## config.mk

```make
export PLATFORM = sky130hd
export DESIGN_NAME = e_expand_pipe
export DESIGN_NICKNAME = d
export VERILOG_FILES = /design/src/rtl/e_expand_pipe.sv
export SDC_FILE = /design/constraint.sdc
export NUM_CORES = 1
export LEC_CHECK = 0
export ABC_CLOCK_PERIOD_IN_PS = 3450
export CORE_MARGIN = 1
export CORE_UTILIZATION = 30
export DETAILED_ROUTE_END_ITERATION = 8
export GPL_TIMING_DRIVEN = 0
export PLACE_DENSITY = 0.66
export SETUP_SLACK_MARGIN = 0.05
export SLEW_MARGIN = 10
export SYNTH_ARGS = -nofsm -noshare
export SYNTH_HDL_FRONTEND = slang
export SYNTH_SLANG_ARGS = --single-unit
```

## constraint.sdc

```tcl
create_clock -name clk -period 3.45 [get_ports clk]
set_clock_uncertainty 0.2 [all_clocks]
set_input_delay 0.345 -clock clk [delete_from_list [all_inputs] [get_ports clk]]
set_output_delay 0.345 -clock clk [all_outputs]
set_load 0.02 [all_outputs]
```

## src/rtl/e_expand_pipe.sv

```systemverilog
// DES-style E-box expansion stage (4G -> 6G bits) with round tagging and an output FIFO.
// Define E_EXPAND_KEYMIX_EN to XOR the round subkey into each expanded word.
module e_expand_pipe #(
    parameter int G     = 8,
    parameter int DEPTH = 2,
    parameter int RW    = 4
) (
    input  logic                     clk,
    input  logic                     rst_n,
    input  logic                     in_valid,
    output logic                     in_ready,
    input  logic [4*G-1:0]           in_data,
    input  logic [6*G-1:0]           in_key,
    input  logic                     round_clr,
    output logic                     out_valid,
    input  logic                     out_ready,
    output logic [6*G-1:0]           out_data,
    output logic [RW-1:0]            out_round,
    output logic [$clog2(DEPTH):0]   level
);

    localparam int W  = 4 * G;
    localparam int X  = 6 * G;
    localparam int AW = $clog2(DEPTH);
    localparam int PW = AW + 1;

    logic [X-1:0]  w_exp;
    logic [X-1:0]  w_word;
    logic          w_full;
    logic          w_empty;
    logic          w_push;
    logic          w_pop;
    logic [RW-1:0] w_tag;

    logic [X-1:0]  r_mem_data  [DEPTH];
    logic [RW-1:0] r_mem_round [DEPTH];
    logic [PW-1:0] r_wptr;
    logic [PW-1:0] r_rptr;
    logic [RW-1:0] r_round_ctr;

    // Each 6-bit output group borrows the neighbouring input bit on both sides, wrapping at the ends.
    for (genvar g = 0; g < G; g++) begin : g_grp
        assign w_exp[6*g]        = in_data[(4*g + W - 1) % W];
        assign w_exp[6*g+1 +: 4] = in_data[4*g +: 4];
        assign w_exp[6*g+5]      = in_data[(4*g + 4) % W];
    end

`ifdef E_EXPAND_KEYMIX_EN
    assign w_word = w_exp ^ in_key;
`else
    logic w_unused_key;
    assign w_unused_key = ^in_key;
    assign w_word       = w_exp;
`endif

    assign w_full  = (r_wptr ^ r_rptr) == PW'(DEPTH);
    assign w_empty = (r_wptr == r_rptr);
    assign w_push  = in_valid && !w_full;
    assign w_pop   = out_ready && !w_empty;
    assign w_tag   = round_clr ? '0 : r_round_ctr;

    always_ff @(posedge clk or negedge rst_n) begin
        if (!rst_n) begin
            r_wptr      <= '0;
            r_rptr      <= '0;
            r_round_ctr <= '0;
            for (int i = 0; i < DEPTH; i++) begin
                r_mem_data[i]  <= '0;
                r_mem_round[i] <= '0;
            end
        end else begin
            if (w_push) begin
                r_mem_data[r_wptr[AW-1:0]]  <= w_word;
                r_mem_round[r_wptr[AW-1:0]] <= w_tag;
                r_wptr                      <= r_wptr + 1'b1;
            end
            if (w_pop) begin
                r_rptr <= r_rptr + 1'b1;
            end
            // A clear coinciding with an accept tags that word 0, so the next one is 1.
            if (round_clr) begin
                r_round_ctr <= w_push ? RW'(1) : '0;
            end else if (w_push) begin
                r_round_ctr <= r_round_ctr + 1'b1;
            end
        end
    end

    assign in_ready  = !w_full;
    assign out_valid = !w_empty;
    assign out_data  = r_mem_data[r_rptr[AW-1:0]];
    assign out_round = r_mem_round[r_rptr[AW-1:0]];
    assign level     = r_wptr - r_rptr;

endmodule

```

==> results by group <==
Power and ir drop
  – Total power: 6.30 mW
  – PwrDens: 1200 nW/um2
  – Peak supply drop: 0.526 mV
  – Leakage Power: 2.24 nW

CTS
  – CTS buffer count: 9
  – Clk pin slew, worst setup/hold paths: 0.06 ns
  – Clk_lat worst skew: 0.32 ns
  – Clock sink total: 80
  – Root Buffer: clkbuf_16
  – CTS tree: built
  – Clock Path Buffers: 2
  – H-tree levels: 3

Setup path
  – Crit Path Max Fanout: 10
  – CP required: 2.90 ns
  – CP Launch Type: flip-flop
  – Critical Path End Type: output pin
  – Crit Path Class: flip-flop to output pin
  – CP Data Arrival Time: 2.41 ns

Timing
  – Max Freq: 338 MHz
  – Post-route minimum period: 2.96 ns
  – Setup tns final: 0 ns
  – Final setup margin: 0.495 ns
  – Relative slew margins: 57.2%
  – Fin. max-slew vios: 0
  – RSZ-0062 raised after global routing: false
  – Final hold viol count: 0
  – Period utilization: 85.7%
  – Hold WS: 0.283 ns
  – Worst slew pin tran: 0.642 ns
  – Final setup viols: 0

Global route
  – Congestion Overflow GR: 0
  – Total track usage: 12.8%
  – Met2 Track Usage GR: 21.0%
  – Met3 GRT Util: 2.59%
  – Vias in the first global route: 2494
  – Met1 usage: 17.0%
  – Largest net degree at the start of global routing: 43
  – Antenna violations before repair: 0
  – Most Crowded Layer GR: met2
  – First-pass GRT wire length: 12900 um

Yosys
  – Register area share after synthesis: 52.8%
  – Post-synth cell types: 26
  – Top cell type's share of synthesized area: 52.8%
  – Flops & latches, synth: 80
  – Yosys warns: 0
  – Synth area leader: dfrtp_1
  – Synthesized cell area: 3790 um2
  – Cells after Synth: 251
  – Synth Area per Inst: 15.1 um2
  – Syn_nets: 338
  – Synth area leaders: dfrtp_1, mux2_2, mux2_4

Die
  – Die Ht: 114 um
  – Die Wd: 114 um
  – Rows: 40
  – Starting Density: 31.2%
  – Die area: 13100 um2
  – Ports: 141
  – Core Region: 12200 um2

Cells and area
  – Layout Nets: 443
  – Final Util: 43.2%
  – Final instance area: 5250 um2
  – N_diodes: 0
  – Layout area overhead: 38.4%
  – Share of cells above drive strength 1: 43.3%
  – Non-filler cells, final: 528

Drt
  – DRT Pass-1 Iters: 3
  – Drt initial violations: 40
  – Post-route DRC: 0
  – WL per Instance: 14.9 um
  – Vias after detailed routing: 2322
  – Vias per std cell: 4.40
  – WL final: 7890 um
  – Post-route ant nets: 0

Job
  – Max Cap Viol: 0

Placed design
  – Dpl cells: 512
  – DP HPWL: 5420 um
  – Pre-CTS WS: 0.430 ns
  – Cell Area, Placed: 4940 um2
  – Final GP Congestion: 0.716
  – Port-buffer cells: 92

Status
  – Status: complete, no violations

Min path
  – Hold WC Path Type: flip-flop to flip-flop
==> power breakdown <==
part	internal (mW)	total, mW	leakage [nW]	switching (mW)
registers	1.40	1.63	0.963	0.226
logic	2.10	3.73	1.14	1.63
clock network	0.575	0.941	0.137	0.366
==> flip-flops by register name, summed over array words and instances (netlist names) <==
register / count
r_round_ctr: 4
r_rptr: 2
r_mem_round: 8
r_mem_data: 64
r_wptr: 2
==> timing repair <==
action | 4_1_cts | 5_1_grt
setup endpoints to repair | 0 | 10
hold endpoints to repair | 38 | 0
resized for setup | 0 | 2
hold buffers | 1 | 0
buffers inserted | 0 | 0
==> final timing paths <==
kind	from	endpoint	slack, ns	depth (start not counted)
setup / recovery	r_rptr[0]	out_data[31]	0.49	5
hold / removal	r_wptr[1]	r_wptr[1]	0.28	1
setup reg to reg	r_wptr[0]	r_mem_data[7]	0.93	6
hold reg to reg	r_wptr[1]	r_wptr[1]	0.28	1
max in group asynchronous	rst_n	r_mem_data[84]	2.09	3
min in group asynchronous	rst_n	r_mem_data[62]	0.34	2
==> final cells by class <==
type	instances	area (um2)
plain buffers	28	206
clock buffers	10	239
clock inverters	5	57.6
fillers	1147	6910
inverters	3	11.3
multi-input cells	140	1580
flip-flops and latches	80	2000
well taps	168	210
repair buffers	94	948
==> cell families (layout without fill, tap and decap cells) <==
group / count (synthesis) / in the layout / synth area share, %
fa+ha+maj: 2 / 2 / 0.659
mux: 110 / 110 / 35.6
compound gates: 9 / 9 / 2.01
simple gates: 12 / 12 / 1.65
buf+inv: 31 / 140 / 5.70
flops: 80 / 80 / 52.8
xor+xnor: 7 / 7 / 1.62
==> cell usage after synthesis, drive strengths merged <==
cell type / number
nand2b: 1
buf: 25
a21oi: 3
mux2: 110
a211oi: 1
clkbuf: 3
xnor2: 3
ha: 2
nand2: 3
a21boi: 1
dfrtp: 80
o21ai: 1
nor2: 2
nand4: 1
nor2b: 4
o211ai: 1
xor2: 4
inv: 3
a2111oi: 1
a311o: 1
or2: 1
==> routing by layer <==
| metal | vias up | routed length (um) |
|---|---|---|
| met5 | - | 0 |
| met4 | 0 | 93 |
| met3 | 10 | 314 |
| met2 | 56 | 3770 |
| met1 | 1183 | 3710 |
| li1 | 1073 | - |
==> cells in the final DEF, fill, tap and decap left out, types with 2 or more instances in the layout <==
cell type	instances
clkdlybuf4s50_1	91
nor2b_1	4
buf_2	2
clkbuf_1	2
dfrtp_1	80
xnor2_1	3
clkinvlp_4	3
mux2_4	30
inv_1	3
buf_4	21
ha_1	2
clkbuf_16	9
buf_6	3
nor2_1	2
xor2_1	4
nand2_1	3
mux2_2	80
==> critical path, stage by stage, from the launching register on <==
cell             delay, ns
dfrtp_1               0.36
clkbuf_2              0.33
buf_2                 0.35
mux2_2                0.38
buf_4                 0.13
clkdlybuf4s50_1       0.53
(Power assumes the default switching activity.)
